==> src/rtl/full_adder_4bit_pkg.sv <==
// full_adder_4bit_pkg: shared width, nibble type and result record for the 4-bit adder
package full_adder_4bit_pkg;

    localparam int ADDER_WIDTH = 4;

    typedef logic [ADDER_WIDTH-1:0] nibble_t;

    typedef struct {
        nibble_t sum;
        logic    c_out;
    } add_result_t;

endpackage

==> src/rtl/full_adder_4bit_1bit.sv <==
// full_adder_1bit: single full-adder cell, one stage of the ripple chain
module full_adder_1bit (
    input  logic a,
    input  logic b,
    input  logic c_in,
    output logic sum,
    output logic c_out
);

    assign sum   = a ^ b ^ c_in;
    assign c_out = (a & b) | (a & c_in) | (b & c_in);

endmodule

==> src/rtl/full_adder_4bit.sv <==
// full_adder_4bit: registered 4-bit ripple-carry adder; FULL_ADDER_4BIT_OVF_EN adds a registered signed-overflow flag
module full_adder_4bit
    import full_adder_4bit_pkg::*;
#(
    parameter int WIDTH = 4
) (
    input  logic             clk,
    input  logic             rst_n,
    input  logic             in_valid,
    input  logic [WIDTH-1:0] a,
    input  logic [WIDTH-1:0] b,
    input  logic             c_in,
    output logic             out_valid,
    output logic [WIDTH-1:0] sum,
    output logic             c_out
`ifdef FULL_ADDER_4BIT_OVF_EN
    ,
    output logic             ovf
`endif
);

    if (WIDTH != ADDER_WIDTH) begin : g_width_check
        $error("full_adder_4bit supports only WIDTH == 4");
    end

    logic [ADDER_WIDTH:0] c;
    nibble_t              s;
    add_result_t          res;

    assign c[0] = c_in;

    for (genvar i = 0; i < ADDER_WIDTH; i++) begin : g_cell
        full_adder_1bit u_fa (
            .a    (a[i]),
            .b    (b[i]),
            .c_in (c[i]),
            .sum  (s[i]),
            .c_out(c[i+1])
        );
    end

    // gather the ripple outputs into one result record
    always_comb begin
        res.sum   = s;
        res.c_out = c[ADDER_WIDTH];
    end

    // capture a result on valid beats, hold it otherwise; out_valid pulses for one cycle per beat
    always_ff @(posedge clk) begin
        if (!rst_n) begin
            out_valid <= 1'b0;
            sum       <= '0;
            c_out     <= 1'b0;
        end else begin
            out_valid <= in_valid;
            if (in_valid) begin
                sum   <= res.sum;
                c_out <= res.c_out;
            end
        end
    end

`ifdef FULL_ADDER_4BIT_OVF_EN
    // signed overflow: carry into the sign bit differs from carry out of it
    always_ff @(posedge clk) begin
        if (!rst_n) ovf <= 1'b0;
        else if (in_valid) ovf <= c[ADDER_WIDTH-1] ^ c[ADDER_WIDTH];
    end
`endif

endmodule

==> config.mk <==
export PLATFORM = sky130hd
export DESIGN_NAME = full_adder_4bit
export DESIGN_NICKNAME = d
export VERILOG_FILES = /design/src/rtl/full_adder_4bit_pkg.sv /design/src/rtl/full_adder_4bit_1bit.sv /design/src/rtl/full_adder_4bit.sv
export SDC_FILE = /design/constraint.sdc
export NUM_CORES = 1
export LEC_CHECK = 0
export CAP_MARGIN = 20
export CORE_AREA = 5 5 42 44
export CTS_BUF_LIST = sky130_fd_sc_hd__clkbuf_8 sky130_fd_sc_hd__clkbuf_16
export CTS_CLUSTER_SIZE = 40
export DETAILED_ROUTE_END_ITERATION = 10
export DIE_AREA = 0 0 47 49
export SKIP_LAST_GASP = 1
export SLEW_MARGIN = 20
export SYNTH_ARGS = -nofsm -noshare
export SYNTH_HDL_FRONTEND = slang
export SYNTH_HIERARCHICAL = 1
export SYNTH_SLANG_ARGS = --single-unit
==> constraint.sdc <==
create_clock -name clk -period 3.3 [get_ports clk]
set_clock_uncertainty 0.15 [all_clocks]
set_input_delay 0.825 -clock clk [delete_from_list [all_inputs] [get_ports clk]]
set_output_delay 0.825 -clock clk [all_outputs]
set_load 0.03 [all_outputs]
==> impl_metrics.env <==
export IMPL_htree_levels=1
export IMPL_detail_route_wirelength_um=641
export IMPL_rsz0062_at_grt="false"
export IMPL_cts_hold_repair_buffers=0
export IMPL_post_synthesis_instance_total=22
export IMPL_postSynth_topFlopCell="sky130_fd_sc_hd__dfxtp_1"
export IMPL_chipWidth_um=47
export IMPL_grt_max_degree=7
export IMPL_worstSetupStartpointType="primary input"
export IMPL_final_nets=59
export IMPL_gp_congestion=0.680
export IMPL_dr_total_vias=219
export IMPL_relative_slew_margins_pct=77.6
export IMPL_timing_fmax_ghz=0.316
export IMPL_ir_worst_vdd_mv=0.188
export IMPL_ant_nets=0
export IMPL_num_cts_buffers=3
export IMPL_clockBufferDepth=2
export IMPL_worst_endpoint_arrival_ns=3.12
export IMPL_grt_first_pass_wirelength_um=966
export IMPL_ys_async_sr_fraction_pct=0
export IMPL_netlist_top_cell_by_area="sky130_fd_sc_hd__dfxtp_1"
export IMPL_tightestPinTransition_ns=0.335
export IMPL_timing_critical_path_slowest_stage_cell="sky130_fd_sc_hd__fa_1"
export IMPL_cts_repair_resized=0
export IMPL_crit_chain="clkdlybuf4s50_1 > fa_1 > fa_1 > fa_1 > fa_1 > mux2i_1 > nor2b_1"
export IMPL_dp_worst_setup_slack_ns=-0.120
export IMPL_synth_top_cells_by_area="sky130_fd_sc_hd__dfxtp_1, sky130_fd_sc_hd__fa_1, sky130_fd_sc_hd__mux2i_1"
export IMPL_cap_viol_max_count=0
export IMPL_flip_flop_and_latch_count_after_synthesis=6
export IMPL_clock_pin_slew_reported_for_the_worst_setup_and_hold_paths_after_clock_tree_synthesis_ns=0.04
export IMPL_clockRootBuffer="sky130_fd_sc_hd__clkbuf_8"
export IMPL_path_max_fanout=1
export IMPL_synthesized_cell_area_um2=300
export IMPL_numPlacedInstances=54
export IMPL_synth_enable_flop_cells=0
export IMPL_fraction_of_post_synthesis_cell_area_in_the_top_cell_type_by_area_pct=40.0
export IMPL_post_cts_buffers=0
export IMPL_io_buffer_count=17
export IMPL_timing_setup_critical_path_class="primary input to flop"
export IMPL_first_pass_iters=1
export IMPL_fillCellCount=155
export IMPL_effective_utilization_at_floorplan_pct=21.4
export IMPL_report_final_slew_viol_count=0
export IMPL_synth_distinct_cells=6
export IMPL_finalHoldViolations=0
export IMPL_total_leakage_power_uw=0.000206
export IMPL_post_synth_top_count_cell="sky130_fd_sc_hd__dfxtp_1"
export IMPL_finalCritPeriodShare_pct=95.9
export IMPL_synth_nets=38
export IMPL_remaining_drc_errors=0
export IMPL_timing_critical_path_slowest_cell_delay_ns=0.44
export IMPL_critical_path_endpoint_type="flop"
export IMPL_syn2layout_area_growth_pct=73.3
export IMPL_rows=14
export IMPL_clk_latency_ns=0.22
export IMPL_post_route_worst_setup_slack_ns=0.136
export IMPL_tritoncts="built"
export IMPL_globalRouteOverflowTotal=0
export IMPL_antenna_found_initial=0
export IMPL_routed_via_density=3.84
export IMPL_avg_wl_per_cell_um=11.2
export IMPL_fp_dieArea_um2=2300
export IMPL_worstHoldPathType="flop to flop"
export IMPL_timing_critical_path_mode_cell="sky130_fd_sc_hd__fa_1"
export IMPL_drtIter0Drc=0
export IMPL_layoutNonFillerInstCount=57
export IMPL_dp_final_hpwl_um=533
export IMPL_design_core_area_um2=1400
export IMPL_finalWorstPathRequiredPeriod_ns=3.16
export IMPL_run_status="finished, final reports clean"
export IMPL_yosys_top_cells_count="sky130_fd_sc_hd__dfxtp_1, sky130_fd_sc_hd__mux2i_1, sky130_fd_sc_hd__nor2b_1"
export IMPL_worst_r2r_setup_slack_ns=2.55
export IMPL_top_level_ports=18
export IMPL_clock_sink_count=6
export IMPL_synth_sequential_area_ratio_pct=40.0
export IMPL_finish_utilization_pct=37.1
export IMPL_die_height_um=49
export IMPL_p_per_area_nw_per_um2=488
export IMPL_data_required_time_at_the_worst_endpoint_ns=3.26
export IMPL_track_usage_pct=6.38
export IMPL_post_route_cells_drive_above_1_share_pct=9.76
export IMPL_cpLargestDelayFamily="adder cells"
export IMPL_synth_avg_cell_area_um2=13.6
export IMPL_synthesis_yosys_warnings=6
export IMPL_worstPathBufferInverterCount=1
export IMPL_final_setup_violations=0
export IMPL_grt_pass1_vias=236
export IMPL_num_antenna_cells=0
-- metrics by stage --
stage,hold slack [ns],TNS [ns],area [um2],total power [uW]
global route,0.391,0,520,269
global placement,0.353,-0.0839,479,148
floorplan,0.490,0,300,116
CTS,0.366,0,520,261
detailed placement,0.358,-0.157,479,149
finish,0.363,0,520,254
-- flip-flops by register name (all words and copies together), names as in the netlist --
name       count
sum            4
out_valid      1
c_out          1
-- cells in the final DEF, fill, tap and decap left out --
master / n
sky130_fd_sc_hd__dfxtp_1: 6
sky130_fd_sc_hd__nor2b_1: 5
sky130_fd_sc_hd__mux2i_1: 5
sky130_fd_sc_hd__clkbuf_8: 3
sky130_fd_sc_hd__and2_2: 1
sky130_fd_sc_hd__clkdlybuf4s50_1: 17
sky130_fd_sc_hd__fa_1: 4
-- metal layers --
layer / track usage (%) / vias to the layer above / share of wire (%)
met5: 0 / - / 0
met4: 5.53 / 0 / 0
met3: 5.54 / 0 / 21
met2: 6.79 / 16 / 39
met1: 7.40 / 95 / 40
li1: - / 108 / -
-- path summary, 6_finish.rpt --
path	startpoint	end	cells past startpoint
setup reg to reg	sum[3]$_SDFFE_PN0P_	sum[3]$_SDFFE_PN0P_	2
hold reg to reg	sum[1]$_SDFFE_PN0P_	sum[1]$_SDFFE_PN0P_	2
hold / removal	sum[1]$_SDFFE_PN0P_	sum[1]$_SDFFE_PN0P_	2
setup / recovery	a[0]	sum[3]$_SDFFE_PN0P_	7
-- logic make-up after synthesis --
logic type / synth area share, %
buffers and inverters: 3.75
AND/OR/NAND/NOR: 12.9
adder cells (fa/ha/maj): 26.7
multiplexers: 16.7
flip-flops: 40.0
-- area by class of cell --
| class | instances | area (um2) | share of cell area [%] |
|---|---|---|---|
| Clock buffer | 3 | 41.3 | 7.93 |
| Multi-Input combinational cell | 15 | 169 | 32.5 |
| Sequential cell | 6 | 120 | 23.1 |
| Tap cell | 16 | 20.0 | 3.85 |
| Timing Repair Buffer | 17 | 170 | 32.7 |
-- tightest hold or removal path: cells and delay by family, from the launching register on --
| family | cells | cell delay (ns) |
|---|---|---|
| DFF | 1 | 0.31 |
| muxes | 1 | 0.07 |
| and+or+nand+nor | 1 | 0.09 |
-- report_power, final --
| part | internal, uW | total [uW] | switching [uW] |
|---|---|---|---|
| registers | 79.7 | 82.9 | 3.13 |
| logic | 34.4 | 64.1 | 29.7 |
| clock network | 78.1 | 107 | 28.9 |
No activity file was read; power rests on OpenSTA's default activity.
